===== config.mk =====
export PLATFORM = sky130hd
export DESIGN_NAME = cam_sensor_emulator
export DESIGN_NICKNAME = d
export VERILOG_FILES = /design/src/rtl/cam_sensor_emulator.sv
export SDC_FILE = /design/constraint.sdc
export NUM_CORES = 1
export LEC_CHECK = 0
export ABC_AREA = 1
export CAP_MARGIN = 5
export CORE_UTILIZATION = 40
export CTS_CLUSTER_SIZE = 20
export DETAILED_ROUTE_END_ITERATION = 8
export PLACE_DENSITY = 0.64
export SLEW_MARGIN = 15
export SYNTH_ARGS = -nofsm -noshare
export SYNTH_HDL_FRONTEND = slang
export SYNTH_SLANG_ARGS = --single-unit
export TNS_END_PERCENT = 50

===== constraint.sdc =====
create_clock -name clk -period 10.23 [get_ports clk]
set_input_delay 1.023 -clock clk [delete_from_list [all_inputs] [get_ports clk]]
set_output_delay 1.023 -clock clk [all_outputs]
set_load 0.005 [all_outputs]

===== src/rtl/cam_sensor_emulator.sv =====
// Camera-sensor transmitter: raster frames with programmable active size and
// blanking, filled with selectable test patterns, one pixel per clk.
module cam_sensor_emulator #(
  parameter int DATA_W   = 12,
  parameter int H_ACTIVE = 640,
  parameter int V_ACTIVE = 480,
  parameter int H_BLANK  = 16,
  parameter int V_FRONT  = 8,
  parameter int V_BACK   = 8,
  parameter int V_BLANK  = 64
) (
  input  logic              clk,
  input  logic              reset,
  input  logic              enable,
  input  logic [1:0]        pattern_sel,
  input  logic              cam_reset_n,
  output logic [DATA_W-1:0] cam_data,
  output logic              cam_lvalid,
  output logic              cam_fvalid,
  output logic              frame_done,
  output logic [15:0]       frame_count
);

  typedef enum logic [2:0] {
    S_IDLE, S_FRONT, S_LINE, S_HBLANK, S_BACK, S_VBLANK
  } state_t;

  state_t            state_q, state_d;
  logic [11:0]       col_q, col_d, row_q, row_d;
  logic [15:0]       cnt_q, cnt_d;
  logic [1:0]        pat_q, pat_d;
  logic [15:0]       frame_count_q, frame_count_d;
  logic [DATA_W-1:0] cam_data_q, cam_data_d;
  logic              lvalid_q, lvalid_d;
  logic              fvalid_q, fvalid_d;
  logic              done_q, done_d;
  logic [11:0]       pix;

  always_comb begin
    state_d       = state_q;
    col_d         = col_q;
    row_d         = row_q;
    cnt_d         = cnt_q;
    pat_d         = pat_q;
    frame_count_d = frame_count_q;
    case (state_q)
      S_IDLE: begin
        if (enable) begin
          state_d = S_FRONT;
          cnt_d   = 16'(V_FRONT - 1);
          pat_d   = pattern_sel;
        end
      end
      S_FRONT: begin
        if (cnt_q == 16'd0) begin
          state_d = S_LINE;
          col_d   = '0;
          row_d   = '0;
        end else begin
          cnt_d = cnt_q - 16'd1;
        end
      end
      S_LINE: begin
        if (col_q == 12'(H_ACTIVE - 1)) begin
          if (row_q < 12'(V_ACTIVE - 1)) begin
            state_d = S_HBLANK;
            cnt_d   = 16'(H_BLANK - 1);
          end else begin
            state_d = S_BACK;
            cnt_d   = 16'(V_BACK - 1);
          end
        end else begin
          col_d = col_q + 12'd1;
        end
      end
      S_HBLANK: begin
        if (cnt_q == 16'd0) begin
          state_d = S_LINE;
          col_d   = '0;
          row_d   = row_q + 12'd1;
        end else begin
          cnt_d = cnt_q - 16'd1;
        end
      end
      S_BACK: begin
        if (cnt_q == 16'd0) begin
          state_d       = S_VBLANK;
          cnt_d         = 16'(V_BLANK - 1);
          frame_count_d = frame_count_q + 16'd1;
        end else begin
          cnt_d = cnt_q - 16'd1;
        end
      end
      S_VBLANK: begin
        if (cnt_q == 16'd0) begin
          if (enable) begin
            state_d = S_FRONT;
            cnt_d   = 16'(V_FRONT - 1);
            pat_d   = pattern_sel;
          end else begin
            state_d = S_IDLE;
          end
        end else begin
          cnt_d = cnt_q - 16'd1;
        end
      end
      default: state_d = S_IDLE;
    endcase

    // Outputs are derived from the next state so the registered copies line up with it.
    fvalid_d = state_d inside {S_FRONT, S_LINE, S_HBLANK, S_BACK};
    lvalid_d = (state_d == S_LINE);
    done_d   = (state_q == S_BACK) && (state_d == S_VBLANK);
    case (pat_d)
      2'd0:    pix = col_d;
      2'd1:    pix = row_d;
      2'd2:    pix = (col_d[3] ^ row_d[3]) ? 12'hFFF : 12'h000;
      default: pix = col_d + row_d + frame_count_q[11:0];
    endcase
    cam_data_d = lvalid_d ? DATA_W'(pix) : '0;
  end

  always_ff @(posedge clk) begin
    if (reset || !cam_reset_n) begin
      state_q    <= S_IDLE;
      col_q      <= '0;
      row_q      <= '0;
      cnt_q      <= '0;
      pat_q      <= '0;
      cam_data_q <= '0;
      lvalid_q   <= 1'b0;
      fvalid_q   <= 1'b0;
      done_q     <= 1'b0;
    end else begin
      state_q    <= state_d;
      col_q      <= col_d;
      row_q      <= row_d;
      cnt_q      <= cnt_d;
      pat_q      <= pat_d;
      cam_data_q <= cam_data_d;
      lvalid_q   <= lvalid_d;
      fvalid_q   <= fvalid_d;
      done_q     <= done_d;
    end
  end

  // The sensor reset from camera_control leaves the completed-frame count alone.
  always_ff @(posedge clk) begin
    if (reset) begin
      frame_count_q <= '0;
    end else if (cam_reset_n) begin
      frame_count_q <= frame_count_d;
    end
  end

  assign cam_data    = cam_data_q;
  assign cam_lvalid  = lvalid_q;
  assign cam_fvalid  = fvalid_q;
  assign frame_done  = done_q;
  assign frame_count = frame_count_q;

endmodule

== Word level (Yosys, flattened, before mapping) ==
Cells that the tools add are included.

* Divide/modulo/power cells: 0
* Equality and inequality tests: 15
* Magnitude comparators: 1
* Bitwise gates (word level): 2
* Shift operators: 0
* Reduce and logical (&&, ||, !) cells: 12
* Multipliers: 0
* $add $sub $neg: 6
* Multiplexer cells: 26

{| class="wikitable"
|+ Operators with widths
! cell !! count
|-
| 16-bit 2-to-1 mux || 5
|-
| 16-bit case mux with 5 select lines || 1
|-
| 12-bit 2-to-1 mux || 5
|-
| 12-bit case mux with 2 select lines || 2
|-
| 12-bit case mux with 3 select lines || 1
|-
| 12-bit by 1-bit adder with 12-bit output (second input constant) || 2
|-
| 12-bit adder || 2
|-
| 3-bit 2-to-1 mux || 6
|-
| 16-bit by 1-bit adder with 16-bit output (second input constant) || 1
|-
| 16-bit logical NOT || 1
|-
| 16-bit by 1-bit subtractor with 16-bit output (second input constant) || 1
|-
| 3-bit case mux with 5 select lines || 1
|-
| 12-bit by 10-bit == test with 1-bit output (second input constant) || 1
|-
| 3-bit by 2-bit == test with 1-bit output (second input constant) || 4
|-
| 3-bit == test (second input constant) || 4
|-
| 12-bit by 9-bit less-than comparator with 1-bit output (second input constant) || 1
|-
| 3-bit by 1-bit == test with 1-bit output (second input constant) || 2
|-
| 3-bit AND reduction || 2
|-
| 5-bit nonzero test || 1
|-
| 2-bit 2-to-1 mux || 2
|-
| 4-bit 2-to-1 mux || 1
|-
| 2-bit != test (second input constant) || 2
|-
| 2-bit case mux with 2 select lines || 1
|-
| 4-bit nonzero test || 1
|-
| 11 further kinds || 12
|}

* Flip-flop bits (word level): 76
* Bits in writable memories: 0
* Latch bits: 0
* Memory bits (read-only): 0
* Memories: 0
* Logic and storage cells: 72
* Output and inout port bits: 31

== Logic depth before layout (Yosys ltp) ==
Gate-level depths: netlist of the first run.

* Depth in word-level cells: 7
* Gate-level depth with buffers: 26
* Depth with buffers taken out: 26

== Least setup slack after synthesis of the first run ==
OpenSTA, ideal clock, no wires.

* Path kind: reg-to-reg
* Start point: register cnt_q[0]
* End point: register cam_data_q[11], in the netlist cam_data[11]
* Path slack: 6.671 ns
* Library setup time: 0.056 ns
* Period minus slack after synthesis: 3.559 ns
* Required time: 10.174 ns
* Data arrival time: 3.503 ns
* Cell stages (with the launch flop): 27
* Cell sequence: dfxtp_1 -> inv_1 -> ha_1 -> inv_1 -> nor2_1 -> nand3b_1 -> nor3_1 -> inv_1 -> ha_1 -> nor2_1 -> a21oi_1 -> o21ai_0 -> fa_1 -> ha_1 -> inv_1 -> fa_1 -> o21ai_0 -> nand3_1 -> nand2_1 -> nand2_1 -> nand2_1 -> a21oi_1 -> inv_1 -> nand3_1 -> nand3_1 -> nand2_1 -> inv_1

* Word-level cells in the longest chain between the ends: 6

{| class="wikitable"
|+ Ends and longest elaborated chain
! item !! line !! text
|-
| from (decl) || 30 || <nowiki>logic [15:0] cnt_q, cnt_d;</nowiki>
|-
| from (signal assigned) || 138 || <nowiki>cnt_q <= cnt_d;</nowiki>
|-
| 16-bit logical NOT * || 55, 77 ||
|-
| 12-bit 2-to-1 mux (on tied branches) || 77, 55 ||
|-
| 12-bit case mux with 2 select lines * || 46 || <nowiki>case (state_q)</nowiki>
|-
| named net row_d[0] || 29 || <nowiki>logic [11:0] col_q, col_d, row_q, row_d;</nowiki>
|-
| 12-bit adder * (2 in series) || 118 || <nowiki>default: pix = col_d + row_d + frame_count_q[11:0];</nowiki>
|-
| 12-bit case mux with 3 select lines * || 114 || <nowiki>case (pat_d)</nowiki>
|-
| to (signal assigned) || 140 || <nowiki>cam_data_q <= cam_data_d;</nowiki>
|-
| to (decl) || 33 || <nowiki>logic [DATA_W-1:0] cam_data_q, cam_data_d;</nowiki>
|}

The timed path passes the listed nets; every way through them passes the cells marked *.
A chain may end at the register's enable or synchronous reset.

== Worst setup path in the final report of the first run ==
Same ends and word-level chain as after synthesis.

==> flow_summary.json, run 1 <==
{
  "synthTopCellsByCount": "176 x nand2_1, 133 x inv_1, 79 x nor2_1, 76 x dfxtp_1, 61 x o21ai_0",
  "cp_common_cell": "inv_1",
  "std_cell_rows": 42,
  "start_kind": "flop",
  "synth_most_common_cell": "nand2_1",
  "cts_hold_buf": 0,
  "async_flop_share": 0,
  "ys_ff_latch": 76,
  "drtIter0Drc": 396,
  "synth_top_cells_by_area": "dfxtp_1 28%, nand2_1 12%, inv_1 9.2%, o21ai_0 5.6%, nor2_1 5.4%",
  "post-route-period-util": 0.406,
  "max_stage_delay_ns": 0.41,
  "drt_wl_total_mm": 14.9,
  "synth_top_area_share": 0.279,
  "routed_via_density": 5.18,
  "cts_htree_levels": 3,
  "overflow": 0,
  "finalClockSkew_ns": 0.00596,
  "cellPowerDensity_nw_per_um2": 123,
  "clkSinkCount": 76,
  "setup_viol": 0,
  "path_buf_inv": 6,
  "place_congestion": 0.914,
  "grt_pass1_vias": 5034,
  "holdCritPathClass": "flop to flop",
  "dieHeight_um": 119,
  "synthXorXnorAreaFrac": 0.0370,
  "start_util": 0.411,
  "synth_fa_ha_area_frac": 0.0786,
  "die_w_um": 119,
  "core_area_um2": 13200,
  "dr.pass1.iters": 5,
  "ctsResizeCount": 0,
  "postLayoutCoreUtil": 0.474,
  "syn2layout_area_growth_pct": 15.2,
  "clock.fmax_ghz": 0.241,
  "final_max_slew_viol_count": 0,
  "placed_area_um2": 5970,
  "synth_compound_area_frac": 0.156,
  "ant_nets": 0,
  "clkTransAtPathRegs_ns": 0.06,
  "io_pins": 37,
  "yosys.area_share.simple": 0.335,
  "cts_buffer_depth": 2,
  "yosys.area.top_type": "dfxtp_1",
  "synth_cell_types": 48,
  "end_kind": "flop",
  "drive_above_1_share": 0.0862,
  "fin_setup_tns_ns": 0,
  "slew_headroom": 0.521,
  "hold_violations": 0,
  "rsz0062_at_grt": "false",
  "crit_slowest_cell": "fa_1",
  "numPortBuffers": 36,
  "netlist_area_um2": 5450,
  "synth_edf_count": 0,
  "maxCapViolCount": 0,
  "hpwlAfterDp_mm": 11.5,
  "synth_top_family_by_area": "simple AND/OR/NAND/NOR gates",
  "syn_area_per_cell_um2": 6.56,
  "path_class": "flop to flop",
  "synth_warnings": 0,
  "cts_setup_buffers": 0,
  "clkLatencyLatePin_ns": 0.34,
  "synthMuxAreaShare": 0,
  "cp_top_family": "adder cells",
  "yosysSeqAreaShare": 0.279,
  "syn_nets": 863,
  "cp.required_ns": 10.52,
  "p_leak_uw": 0.00275,
  "period_needed_ns": 4.15,
  "antenna_found_initial": 0,
  "vias": 5420,
  "worst_pin_slew_ns": 0.711,
  "cts_tree": "done",
  "crit_arrival_ns": 4.44,
  "fp.dieArea_um2": 14100,
  "grt_max_degree": 30,
  "worstPathMaxFanout": 4,
  "synth_ff_type": "dfxtp_1",
  "drc": 0,
  "final_cell_area_um2": 6270,
  "grt_pass1_wl_mm": 25.0,
  "routedWlPerCell_um": 14.3,
  "n_antenna_cell": 0,
  "status": "finished, final reports clean",
  "vdd_drop_max_mv": 0.0658,
  "root_buffer": "clkbuf_16",
  "final_nets": 898,
  "grt_use_total": 0.224,
  "cts_buffers": 9,
  "syn_inst": 830
}
-- layout make-up --
cell class / count / area [µm²]
fillers: 1375 / 6970
multi-input cells: 595 / 3310
flip-flops and latches: 76 / 1520
inverters: 144 / 541
repair buffers: 39 / 383
clock buffers: 12 / 256
well taps: 176 / 220
clock inverters: 4 / 47.5
-- per-stage QoR --
stage          instances  total power [µW]  setup WS (ns)  hold slack, ns
2_1_floorplan        830               420           6.67           0.463
6_report            1046               774           6.08           0.486
5_1_grt             1046               815           5.65           0.515
4_1_cts             1046               780           6.09           0.490
3_3_place_gp        1030               450           6.23           0.470
3_5_place_dp        1030               450           6.13           0.479
-- power breakdown --
part / total, µW / switching, µW / internal (µW)
logic: 138 / 94.8 / 43.3
registers: 308 / 6.57 / 301
clock network: 328 / 127 / 201
total: 774 / 228 / 546
-- path summary, 6_finish.rpt --
kind	from	cells after the start	slack, ns	end
worst min register to register	frame_count[14]$_SDFFE_PP0P_	2	0.49	frame_count[14]$_SDFFE_PP0P_
worst max-delay path	cnt_q[0]$_SDFFE_PP0P_	26	6.08	cam_data[11]$_SDFF_PP0_
worst min-delay path	frame_count[14]$_SDFFE_PP0P_	2	0.49	frame_count[14]$_SDFFE_PP0P_
worst max register to register	cnt_q[0]$_SDFFE_PP0P_	26	6.08	cam_data[11]$_SDFF_PP0_
-- state kept, by name, summed over array words and instances, names as in the netlist --
register / flops
frame_count: 16
cam_lvalid: 1
cam_data: 12
cam_fvalid: 1
pat_q: 2
frame_done: 1
cnt_q: 16
col_q: 12
state_q: 3
row_q: 12
-- layer usage --
layer	global-route usage	wire length [µm]	vias up
met5	0	0	-
met4	0.106	416	0
met3	0.0347	894	28
met2	0.336	6360	176
met1	0.314	7240	2459
li1	-	-	2757
-- cell usage in the layout, fill, tap and decap left out, types with 3 or more instances in the layout --
cell,netlist,final
a21oi_1,39,39
a21oi_2,9,9
a31oi_1,10,10
buf_4,1,3
clkbuf_16,0,9
clkdlybuf4s50_1,0,36
dfxtp_1,76,76
fa_1,12,12
ha_1,15,15
inv_1,133,133
inv_2,9,9
nand2_1,176,176
nand2_2,10,10
nand3_1,58,58
nand3_2,5,5
nand3b_1,5,5
nand4_1,13,13
nor2_1,79,79
nor2_2,10,10
nor2_4,4,4
nor3_1,20,20
nor4_1,3,3
o211ai_1,3,3
o21ai_0,61,61
o21ai_1,11,11
o22ai_1,3,3
xnor2_1,6,6
xor2_1,17,17
-- logic make-up after synthesis --
kind of cell	Yosys count
buffers and inverters	159
AND/OR/NAND/NOR	396
XOR/XNOR	23
adder cells (fa/ha/maj)	27
AO/OA/AOI/OAI	149
flip-flops	76
-- worst min-delay path, stage by stage (launching register included) --
cell,delay (ns)
dfxtp_1,0.34
inv_1,0.06
a21oi_1,0.05
Power figures use the tool's default switching activity.
==> run 2, diff against run 1 <==
- clock period: 10.23 -> 4.35 ns (I/O delays scaled with it)
==> run 2 against run 1 <==
  * Clock power rose by 100%
  * First-iteration DRC count rose by 3.5%
  * Fmax rose by 4.9%
==> flow_summary.json, run 2 (synthesis results as in run 1) <==
{
  "clkLatencyLatePin_ns": 0.34,
  "io_pins": 37,
  "drt_wl_total_mm": 14.9,
  "holdCritPathClass": "flop to flop",
  "die_w_um": 119,
  "std_cell_rows": 42,
  "drive_above_1_share": 0.0893,
  "cts_setup_buffers": 0,
  "vias": 5360,
  "holdPathEnd": "frame_count[14]$_SDFFE_PP0P_",
  "drc": 0,
  "final_nets": 905,
  "rsz0062_at_grt": "false",
  "final_cell_area_um2": 6270,
  "hold_violations": 0,
  "final_max_slew_viol_count": 0,
  "nFillCells": 1369,
  "start_util": 0.411,
  "fin_setup_tns_ns": 0,
  "n_antenna_cell": 0,
  "worstHoldPathCells": 2,
  "clock.fmax_ghz": 0.253,
  "clkTransAtPathRegs_ns": 0.06,
  "worst_pin_slew_ns": 0.840,
  "cp_top_family": "adder cells",
  "worstPathMaxFanout": 4,
  "path_buf_inv": 6,
  "place_congestion": 0.932,
  "min_from": "frame_count[14]$_SDFFE_PP0P_",
  "path_class": "flop to flop",
  "fp.dieArea_um2": 14100,
  "grt_pass1_wl_mm": 24.4,
  "finalClockSkew_ns": 0.0107,
  "placed_area_um2": 6020,
  "start_kind": "flop",
  "rrSetupSlack_ns": 0.39,
  "numPortBuffers": 36,
  "cp_common_cell": "inv_1",
  "overflow": 0,
  "grt_use_total": 0.221,
  "maxCapViolCount": 0,
  "mostFrequentLayoutCells": "176 x nand2_1, 133 x inv_1, 79 x nor2_1",
  "r2r_cells": 26,
  "core_area_um2": 13200,
  "clkSinkCount": 76,
  "drtIter0Drc": 410,
  "cts_buffers": 9,
  "post-route-period-util": 0.910,
  "end_kind": "flop",
  "cts_tree": "done",
  "max_stage_delay_ns": 0.46,
  "period_needed_ns": 3.96,
  "routed_via_density": 5.11,
  "crit_arrival_ns": 4.19,
  "layout_commonest_cell": "nand2_1",
  "worstReg2RegStart": "cnt_q[0]$_SDFFE_PP0P_",
  "grt_max_degree": 30,
  "ant_nets": 0,
  "crit_slowest_cell": "fa_1",
  "p_leak_uw": 0.00276,
  "cts_htree_levels": 3,
  "cellPowerDensity_nw_per_um2": 275,
  "reg2reg_to": "cam_data[11]$_SDFF_PP0_",
  "slew_headroom": 0.440,
  "grt_pass1_vias": 4988,
  "vdd_drop_max_mv": 0.133,
  "antenna_found_initial": 0,
  "dieHeight_um": 119,
  "root_buffer": "clkbuf_16",
  "cp.required_ns": 4.59,
  "syn2layout_area_growth_pct": 15.2,
  "status": "finished, final reports clean",
  "cts_buffer_depth": 2,
  "routedWlPerCell_um": 14.2,
  "hpwlAfterDp_mm": 11.5,
  "dr.pass1.iters": 5,
  "setup_viol": 0
}
## run 2: changes by cell type in the layout (fill, tap and decap cells not counted), sizes merged
cell	before	now
buf	3	10
clkinv	4	2
bufinv	1	0
clkinvlp	1	0
## run 2: repair_timing
action                     4_1_cts  5_1_grt
resized for setup                0        2
setup endpoints to repair        0        1
hold buffers                     0        0
## run 2: cell type report
type	count	area, µm²	share of cell area
Inverter	144	541	0.0862
Timing Repair Buffer	46	435	0.0694
Sequential cell	76	1520	0.243
Multi-Input combinational cell	595	3310	0.528
Clock buffer	12	246	0.0393
Tap cell	176	220	0.0351
## run 2: report_power, final
group          switching, µW  internal, µW  leakage [µW]
clock                    281           390      0.000120
combinational            225           108       0.00202
sequential              14.6           708      0.000613
total                    521          1210       0.00276
## run 2: how the worst max path moves through the flow
stage / startpoint / to / slack (ns) / depth (start not counted)
after floorplan: cnt_q[0]$_SDFFE_PP0P_ / cam_data[11]$_SDFF_PP0_ / 0.79 / 26
after global placement: cnt_q[0]$_SDFFE_PP0P_ / cam_data[11]$_SDFF_PP0_ / 0.40 / 26
after detailed placement: cnt_q[0]$_SDFFE_PP0P_ / cam_data[11]$_SDFF_PP0_ / 0.29 / 26
after CTS: cnt_q[0]$_SDFFE_PP0P_ / cam_data[11]$_SDFF_PP0_ / 0.26 / 26
after global routing: cnt_q[0]$_SDFFE_PP0P_ / cam_data[11]$_SDFF_PP0_ / 0.02 / 26
final: cnt_q[0]$_SDFFE_PP0P_ / cam_data[11]$_SDFF_PP0_ / 0.39 / 26
## run 2: worst min-delay path, stage by stage (launching register included)
cell     delay, ns
dfxtp_1       0.33
inv_1         0.06
a21oi_1       0.05
## run 2: layer usage
metal	GRT usage	vias up	part of all wire
met5	0	-	0
met4	0.106	0	0.025
met3	0.0497	27	0.063
met2	0.332	137	0.43
met1	0.297	2437	0.48
li1	-	2759	-
## run 2: per-stage QoR
step	cells	hold slack, ns	worst slack [ns]	total power (µW)	utilization
floorplan	830	0.463	0.791	988	-
global placement	1037	0.470	0.403	1070	0.455
detailed placement	1037	0.477	0.289	1070	0.455
CTS	1049	0.488	0.263	1740	0.473
global route	1049	0.515	0.0205	1810	0.474
finish	1049	0.484	0.393	1730	0.474
